$ cat src/rtl/alu_issue_ctrl.sv
`default_nettype none
// ============================================================================
// Module   : alu_issue_ctrl
// Purpose  : Issue controller in front of the integer ALU. Accepts one decoded
//            instruction per cycle (valid/ready), steers single-cycle ops and
//            pipelined MULs onto the datapath, tracks in-flight MULs in a shift
//            chain and drives the single register-file writeback port.
// Ports    : clk_i        clock, rising edge
//            rsn_i        asynchronous active-low reset
//            valid_i      instr_i holds a valid instruction
//            instr_i      RV64I/M instruction word
//            ready_o      instruction accepted when valid_i & ready_o
//            alu_issue_o  single-cycle op issued this cycle
//            mul_issue_o  MUL issued this cycle
//            wb_valid_o   register-file write this cycle
//            wb_rd_o      destination register of the write
//            wb_sel_o     0 = ALU result, 1 = MUL pipeline result
//            busy_o       at least one MUL in flight
// Params   : MUL_LAT      MUL issue-to-writeback latency, must be >= 2
// Revision : 1.0  initial release
// ============================================================================
module alu_issue_ctrl #(
  parameter int MUL_LAT = 3
) (
  input  logic        clk_i,
  input  logic        rsn_i,
  input  logic        valid_i,
  input  logic [31:0] instr_i,
  output logic        ready_o,
  output logic        alu_issue_o,
  output logic        mul_issue_o,
  output logic        wb_valid_o,
  output logic [4:0]  wb_rd_o,
  output logic        wb_sel_o,
  output logic        busy_o
);

  localparam logic [6:0] c_op_reg    = 7'b0110011;
  localparam logic [6:0] c_op_imm    = 7'b0010011;
  localparam logic [6:0] c_op_load   = 7'b0000011;
  localparam logic [6:0] c_op_jal    = 7'b1101111;
  localparam logic [6:0] c_op_store  = 7'b0100011;
  localparam logic [6:0] c_op_branch = 7'b1100011;
  localparam logic [6:0] c_f7_muldiv = 7'b0000001;

  // ---------------------------------------------------------------------------
  // Instruction field decode
  // ---------------------------------------------------------------------------
  logic [6:0] w_opcode;
  logic [4:0] w_rd;
  logic [4:0] w_rs1;
  logic [4:0] w_rs2;
  logic [2:0] w_funct3;
  logic [6:0] w_funct7;
  logic       w_is_mul;
  logic       w_uses_rs1;
  logic       w_uses_rs2;
  logic       w_writes_rd;

  assign w_opcode = instr_i[6:0];
  assign w_rd     = instr_i[11:7];
  assign w_funct3 = instr_i[14:12];
  assign w_rs1    = instr_i[19:15];
  assign w_rs2    = instr_i[24:20];
  assign w_funct7 = instr_i[31:25];

  // Only the plain MUL goes down the pipelined path; the other M-extension
  // encodings are treated as single-cycle ops by this controller.
  assign w_is_mul    = (w_opcode == c_op_reg) && (w_funct3 == 3'b000) &&
                       (w_funct7 == c_f7_muldiv);
  assign w_uses_rs1  = (w_opcode != c_op_jal);
  assign w_uses_rs2  = (w_opcode == c_op_reg) || (w_opcode == c_op_store) ||
                       (w_opcode == c_op_branch);
  assign w_writes_rd = (w_opcode == c_op_reg)  || (w_opcode == c_op_imm) ||
                       (w_opcode == c_op_load) || (w_opcode == c_op_jal);

  // ---------------------------------------------------------------------------
  // In-flight MUL chain: stage k holds the MUL issued k+1 cycles ago.
  // The last stage is the one writing back this cycle.
  // ---------------------------------------------------------------------------
  logic [MUL_LAT-1:0]      r_s_vld;
  logic [MUL_LAT-1:0][4:0] r_s_rd;

  // Single-cycle result register feeding the writeback port one cycle later.
  logic       r_alu_vld;
  logic [4:0] r_alu_rd;

  // ---------------------------------------------------------------------------
  // Hazard detection
  // ---------------------------------------------------------------------------
  logic w_raw;
  logic w_waw;
  logic w_wb_conflict;
  logic w_stall;
  logic w_accept;

  always_comb begin
    w_raw = 1'b0;
    w_waw = 1'b0;
    for (int k = 0; k < MUL_LAT; k++) begin
      if (r_s_vld[k]) begin
        // No MUL bypass exists, so even the stage writing back this cycle
        // blocks a consumer.
        if (w_uses_rs1 && (w_rs1 != 5'd0) && (w_rs1 == r_s_rd[k])) begin
          w_raw = 1'b1;
        end
        if (w_uses_rs2 && (w_rs2 != 5'd0) && (w_rs2 == r_s_rd[k])) begin
          w_raw = 1'b1;
        end
        if (w_writes_rd && (w_rd != 5'd0) && (w_rd == r_s_rd[k])) begin
          w_waw = 1'b1;
        end
      end
    end
  end

  // A single-cycle writer issued now would write back next cycle, exactly when
  // the MUL in the second-to-last stage reaches the port.
  assign w_wb_conflict = !w_is_mul && w_writes_rd && r_s_vld[MUL_LAT-2];
  assign w_stall       = w_wb_conflict || w_raw || w_waw;

  // The hazard rules only apply to a presented instruction; with nothing
  // offered the controller advertises readiness.
  assign ready_o     = rsn_i && !(valid_i && w_stall);
  assign w_accept    = valid_i && ready_o;
  assign mul_issue_o = w_accept && w_is_mul;
  assign alu_issue_o = w_accept && !w_is_mul;

  // ---------------------------------------------------------------------------
  // State update
  // ---------------------------------------------------------------------------
  always_ff @(posedge clk_i or negedge rsn_i) begin
    if (!rsn_i) begin
      r_s_vld   <= '0;
      r_s_rd    <= '0;
      r_alu_vld <= 1'b0;
      r_alu_rd  <= 5'd0;
    end else begin
      r_s_vld   <= {r_s_vld[MUL_LAT-2:0], mul_issue_o};
      r_s_rd    <= {r_s_rd[MUL_LAT-2:0], w_rd};
      r_alu_vld <= alu_issue_o && w_writes_rd;
      r_alu_rd  <= w_rd;
    end
  end

  // ---------------------------------------------------------------------------
  // Writeback port: the hazard rules guarantee the two sources never collide.
  // ---------------------------------------------------------------------------
  assign wb_sel_o   = r_s_vld[MUL_LAT-1];
  assign wb_valid_o = r_alu_vld || r_s_vld[MUL_LAT-1];
  assign wb_rd_o    = r_s_vld[MUL_LAT-1] ? r_s_rd[MUL_LAT-1] :
                      (r_alu_vld ? r_alu_rd : 5'd0);
  assign busy_o     = |r_s_vld;

endmodule
`default_nettype wire

$ cat config.mk
export PLATFORM = sky130hd
export DESIGN_NAME = alu_issue_ctrl
export DESIGN_NICKNAME = d
export VERILOG_FILES = /design/src/rtl/alu_issue_ctrl.sv
export SDC_FILE = /design/constraint.sdc
export NUM_CORES = 1
export LEC_CHECK = 0
export CAP_MARGIN = 5
export CORE_AREA = 2 2 57 59
export DETAILED_ROUTE_END_ITERATION = 8
export DIE_AREA = 0 0 59 61
export PLACE_DENSITY = 0.86
export SYNTH_ARGS = -nofsm -noshare
export SYNTH_HDL_FRONTEND = slang
export SYNTH_SLANG_ARGS = --single-unit
$ cat constraint.sdc
create_clock -name clk_i -period 4.5 [get_ports clk_i]
set_input_delay 0.675 -clock clk_i [delete_from_list [all_inputs] [get_ports clk_i]]
set_output_delay 0.675 -clock clk_i [all_outputs]
set_load 0.005 [all_outputs]
==> run summary, run 1 <==
Relative slew slack - 0.720
First-pass GRT wire length - 5.92 mm
Global placement routability congestion - 0.865
Seq/Total Area, Yosys - 0.364
Final Hold Viols - 0
Antenna Cells - 0
Initial core utilization - 0.443
Commonest cells after routing, fill and taps aside - 45 x clkdlybuf4s50_1, 26 x xor2_1, 19 x xnor2_1, 19 x dfrtp_1, 9 x nor4_1
Number of placement rows - 20
Total of hold buffers inserted after clock tree synthesis - 0
Clock insertion delay at the later pin of the skew report - 0.30 ns
Syn avg cell area - 10.3 µm²
Clk pin slew, worst setup/hold paths - 0.11 ns
Clock sink count - 19
Worst clock skew on the final layout - 0.00278 ns
Vias post-DR - 1205
Drt wl/cell - 17.6 µm
Critical Path Sink Type - primary output
IO Count - 46
Routed wire length on met2 - 1.81 mm
Buffer type at the clock tree root - clkbuf_4
Tmin final - 3.82 ns
Number of nets in the final layout - 212
Unrepaired setup endpoints after global routing - no
Fill cell instance count of the final layout - 238
H-tree level count - 1
Remaining design rule violation count - 0
IR drop worst, VDD - 0.146 mV
Placed inst area - 1800 µm²
Worst hold start - r_s_vld[1]$_DFF_PN0_
Class of the tightest hold or removal check - flop to flop
Number of global-route vias before repair - 1269
Count of final max-slew check failures - 0
Run status - completed
Critical path fanouts, max - 4
GRT Residual Overflow - 0
Placed wire-length estimate - 2.90 mm
Vias per cell - 5.77
Cell count of the worst reg-to-reg path - 6
Wire length reported by the detailed router - 3.68 mm
Area of the die - 3600 µm²
Power density of the placed cells - 204 nW/µm²
Router iterations before antenna repair - 4
Chip Width - 59 µm
Commonest non-fill, non-tap cell in the layout - clkdlybuf4s50_1
Final design utilization - 0.619
Total CTS buffers - 3
Total of cells resized after clock tree synthesis - 0
Hold Path Stages - 0
Remaining antenna violation count - 0
Met3 wire length - 299 µm
Antenna violations before repair - 0
Crit path required time - 3.83 ns
R2R Path Start - r_alu_rd[0]$_DFF_PN0_
Worst Tran Pin Value - 0.418 ns
Yosys synthesis warning count - 0
Uppermost routed layer - met4
Share of post-route cells with drive strength above 1 - 0.0909
Maximum number of pins on one net before global-route repair - 15
Post-route clock period utilization - 0.849
Maximum Capacitance Violations - 0
CTS tree - built
Met1 wire length - 1.47 mm
Setup slack, reg-to-reg - 2.82 ns
Number of setup violations in the final report - 0
Arrival @ worst endpoint - 3.15 ns
Fin Hold WS - 0.493 ns
WHS Endpoint - r_s_vld[2]$_DFF_PN0_
Post CTS Setup Buffer Count - 0
IO Port Bufs - 45
F_max - 262 MHz
Total global-route track usage - 0.222
Net count of the mapped netlist - 162
Layout area overhead - 39.9%
Final instance area - 1830 µm²
Critical path startpoint category - input pin
Area of the core region - 2950 µm²
Synth cell types - 31
Flops & latches, synth - 19
Netlist area before placement - 1310 µm²
LEAKAGE - 0.000695 µW
Seq. cell area - 475 µm²
Starting DRC count in detailed routing - 40
Area used by multi-input combinational logic - 821 µm²
Overall die height - 61 µm
CTS max path bufs - 2
Number of instances in the synthesized netlist - 127
Setup TNS - 0 ns
Type of the setup path with the least slack - input pin to primary output
RR Endpoint - r_s_vld[0]$_DFF_PN0_
==> synthesized netlist by cell type <==
cell,n,area (µm²)
xnor2_1,19,166
nand2_2,1,6.26
inv_1,2,7.51
o22ai_1,2,12.5
or2_2,1,6.26
o211ai_2,1,12.5
nor3_1,2,10.0
o21ai_4,1,16.3
nor4b_1,2,17.5
a22oi_2,1,12.5
clkbuf_1,1,3.75
nand3_1,8,40.0
o21a_1,1,7.51
a21oi_1,1,5.00
dfrtp_1,19,475
and3_2,2,15.0
nor2b_1,1,6.26
xor2_1,26,228
or4_1,3,22.5
nand4_2,1,12.5
nor4_1,9,56.3
or3_1,1,6.26
a22o_1,5,43.8
o2bb2ai_2,1,15.0
nor4b_2,2,30.0
nor2_1,3,11.3
mux2i_1,1,10.0
o211ai_1,1,7.51
or2b_2,1,8.76
nand4_1,2,12.5
nand2_1,6,22.5
==> area by class of cell <==
class / instances / share of cell area
tap: 33 / 0.0226
inverter: 2 / 0.00410
clock buffer: 4 / 0.0144
sequential: 19 / 0.260
multi-input combinational: 105 / 0.449
timing repair buffer: 46 / 0.250
==> worst max path at each step <==
stage                             end        start
after floorplan           mul_issue_o  instr_i[16]
after global placement    mul_issue_o   instr_i[1]
after detailed placement  mul_issue_o   instr_i[0]
after CTS                 mul_issue_o   instr_i[1]
after global routing      mul_issue_o   instr_i[0]
final                     mul_issue_o   instr_i[1]
==> worst max-delay path, cell delays in order <==
cell	delay, ns
clkdlybuf4s50_1	0.47
nand2_2	0.08
nor4b_2	0.41
nand4_2	0.20
a22oi_2	0.24
o2bb2ai_2	0.11
nor4_1	0.38
clkdlybuf4s50_1	0.59
==> cells by family after synthesis <==
family,Yosys count,synth area share
xor gates and xnor gates,45,0.301
and+or+nand+nor,45,0.217
DFF,19,0.364
AOI/OAI and AO/OA,14,0.101
buffers and inverters,3,0.00861
muxes,1,0.00766
==> metrics by stage <==
step                cells  total power [µW]  worst slack [ns]
floorplan             127               229              1.93
global placement      205               282             0.749
detailed placement    205               287             0.693
CTS                   209               374             0.666
global route          209               394             0.441
finish                209               374             0.678
==> power by group <==
group / internal [µW] / total [µW] / switching [µW]
sequential: 178 / 191 / 13.9
combinational: 54.3 / 93.5 / 39.2
clock: 34.6 / 88.8 / 54.2
==> registers in the layout, indices dropped and copies added, names as in the netlist <==
register / flops
r_s_rd: 10
r_alu_rd: 5
r_s_vld: 3
r_alu_vld: 1
==> metal layers <==
metal | vias up | GRT usage
met3 | 13 | 0.0618
li1 | 557 | -
met1 | 575 | 0.248
met5 | - | 0
met2 | 60 | 0.400
met4 | 0 | 0.0877
Note: power is estimated with default switching activity, not from simulation.
==> run 2, diff against run 1 <==
==> constraint.sdc (replaced) <==
create_clock -name clk_i -period 3.53 [get_ports clk_i]
set_input_delay 0.5295 -clock clk_i [delete_from_list [all_inputs] [get_ports clk_i]]
set_output_delay 0.5295 -clock clk_i [all_outputs]
set_load 0.005 [all_outputs]
==> run summary, run 2 (synthesis gave the netlist of run 1 again) <==
Final Hold Viols - 0 (unchanged)
Number of placement rows - 20 (unchanged)
Flip-flop count of the largest register after layout - 10 (unchanged)
Antenna Cells - 0 (unchanged)
CTS tree - built (unchanged)
Type of the setup path with the least slack - input pin to primary output (unchanged)
Fill cell instance count of the final layout - 238 (unchanged)
Worst Tran Pin Value - 0.381 ns (was 0.418 ns)
Router iterations before antenna repair - 4 (unchanged)
Power density of the placed cells - 250 nW/µm² (was 204 nW/µm²)
Largest registers - r_s_rd (10), r_alu_rd (5), r_s_vld (3) (unchanged)
Placed inst area - 1890 µm² (was 1800 µm²)
Relative slew slack - 0.746 (was 0.720)
Unrepaired setup endpoints after global routing - yes (was no)
Number of nets in the final layout - 223 (was 212)
Commonest non-fill, non-tap cell in the layout - clkdlybuf4s50_1 (unchanged)
Layout area overhead - 47.3% (was 39.9%)
Buffer type at the clock tree root - clkbuf_4 (unchanged)
R2R Path Start - r_alu_rd[0]$_DFF_PN0_ (unchanged)
GRT Residual Overflow - 0 (unchanged)
IO Port Bufs - 45 (unchanged)
Maximum Capacitance Violations - 0 (unchanged)
Area of the die - 3600 µm² (unchanged)
Vias post-DR - 1189 (was 1205)
Clk pin slew, worst setup/hold paths - 0.10 ns (was 0.11 ns)
Number of setup violations in the final report - 0 (unchanged)
IR drop worst, VDD - 0.160 mV (was 0.146 mV)
Class of the tightest hold or removal check - input pin to asynchronous set/reset pin (was flop to flop)
Initial core utilization - 0.443 (unchanged)
First-pass GRT wire length - 5.64 mm (was 5.92 mm)
Global placement routability congestion - 0.896 (was 0.865)
Critical path fanouts, max - 4 (unchanged)
IO Count - 46 (unchanged)
Overall die height - 61 µm (unchanged)
Final Power - 481 µW (was 374 µW)
Tmin final - 3.33 ns
Placed wire-length estimate - 2.91 mm (was 2.90 mm)
Critical Path Sink Type - primary output (unchanged)
Cell count of the worst reg-to-reg path - 6 (unchanged)
H-tree level count - 1 (unchanged)
Clock insertion delay at the later pin of the skew report - 0.30 ns (about the same)
Worst clock skew on the final layout - 0.00938 ns (was 0.00278 ns)
Antenna violations before repair - 0 (unchanged)
Final instance area - 1930 µm² (was 1830 µm²)
Worst Slack Setup Final - 0.198 ns (was 0.678 ns)
Clock sink count - 19 (unchanged)
F_max - 300 MHz
Crit path required time - 3.00 ns (was 3.83 ns)
Post-route clock period utilization - 0.944
Total global-route track usage - 0.212 (was 0.222)
Drt wl/cell - 16.1 µm (was 17.6 µm)
Commonest cells after routing, fill and taps aside - 45 x clkdlybuf4s50_1, 26 x xor2_1, 19 x xnor2_1, 19 x dfrtp_1, 12 x buf_4 (was 45 x clkdlybuf4s50_1, 26 x xor2_1, 19 x xnor2_1, 19 x dfrtp_1, 9 x nor4_1)
Setup slack at placement - 0.0759 ns (was 0.693 ns)
Remaining design rule violation count - 0 (unchanged)
RR Endpoint - r_alu_vld$_DFF_PN0_ (was r_s_vld[0]$_DFF_PN0_)
Post CTS Setup Buffer Count - 0 (unchanged)
LEAKAGE - 0.000753 µW (was 0.000695 µW)
Maximum number of pins on one net before global-route repair - 18 (was 15)
CTS max path bufs - 2 (unchanged)
Vias per cell - 5.40 (was 5.77)
Crit path capture - mul_issue_o (unchanged)
Count of final max-slew check failures - 0 (unchanged)
First element of the critical path - instr_i[1] (unchanged)
Number of global-route vias before repair - 1172 (was 1269)
Area of the core region - 2950 µm² (unchanged)
Remaining antenna violation count - 0 (unchanged)
Setup slack, reg-to-reg - 1.82 ns (was 2.82 ns)
Register name with the most flops - r_s_rd (unchanged)
Total CTS buffers - 3 (unchanged)
Arrival @ worst endpoint - 2.80 ns (was 3.15 ns)
Chip Width - 59 µm (unchanged)
Starting DRC count in detailed routing - 36 (was 40)
Run status - completed (unchanged)
Critical path startpoint category - input pin (unchanged)
Wire length reported by the detailed router - 3.54 mm (was 3.68 mm)
Share of post-route cells with drive strength above 1 - 0.160 (was 0.0909)
## run 2: what timing repair did
action	CTS	global route
hold buffers	0	0
gates resized for setup	0	2
endpoints found under the setup margin	0	2
## run 2: worst min-delay path by stage
stage	from	to	cells after the start
floorplan	rsn_i	r_alu_rd[0]$_DFF_PN0_	0
global placement	r_s_vld[1]$_DFF_PN0_	r_s_vld[2]$_DFF_PN0_	0
detailed placement	r_s_vld[0]$_DFF_PN0_	r_s_vld[1]$_DFF_PN0_	0
CTS	rsn_i	r_s_vld[0]$_DFF_PN0_	1
global route	rsn_i	r_s_vld[0]$_DFF_PN0_	1
finish	rsn_i	r_s_vld[0]$_DFF_PN0_	1
## run 2: metrics by stage
stage	cells	hold slack [ns]	TNS [ns]	utilization
after floorplan	127	0.234	0	-
after global placement	216	0.475	0	0.639
after detailed placement	216	0.462	0	0.639
after CTS	220	0.442	0	0.648
after global routing	220	0.463	-0.0166	0.652
final	220	0.456	0	0.652
## run 2: final cells by class
class | instances | area [µm²] | share of cell area
sequential | 19 | 475 | 0.247
clock buffer | 3 | 22.5 | 0.0117
clock inverter | 1 | 5.00 | 0.00260
multi-input combinational | 105 | 833 | 0.433
inverter | 2 | 7.51 | 0.00390
tap | 33 | 41.3 | 0.0214
timing repair buffer | 57 | 541 | 0.281
## run 2: metal layers
metal  part of all wire  GRT usage  routed length [µm]
met5                  0          0                   0
met4             0.0082     0.0584                  29
met3              0.068     0.0426                 242
met2               0.50      0.390                1770
met1               0.42      0.251                1500
## run 2: critical path: stages
cell and delay, ns:
clkdlybuf4s50_1 0.48, nand2_2 0.08, nor4b_2 0.33, nand4_2 0.19
a22oi_2 0.24, o2bb2ai_2 0.12, nor4_2 0.28, clkdlybuf4s50_1 0.56
## run 2: power by group
group | leakage [µW] | switching, µW | internal [µW]
clock | 0.0000177 | 68.6 | 42.3
combinational | 0.000505 | 49.2 | 77.0
sequential | 0.000231 | 17.3 | 226
total | 0.000753 | 135 | 346
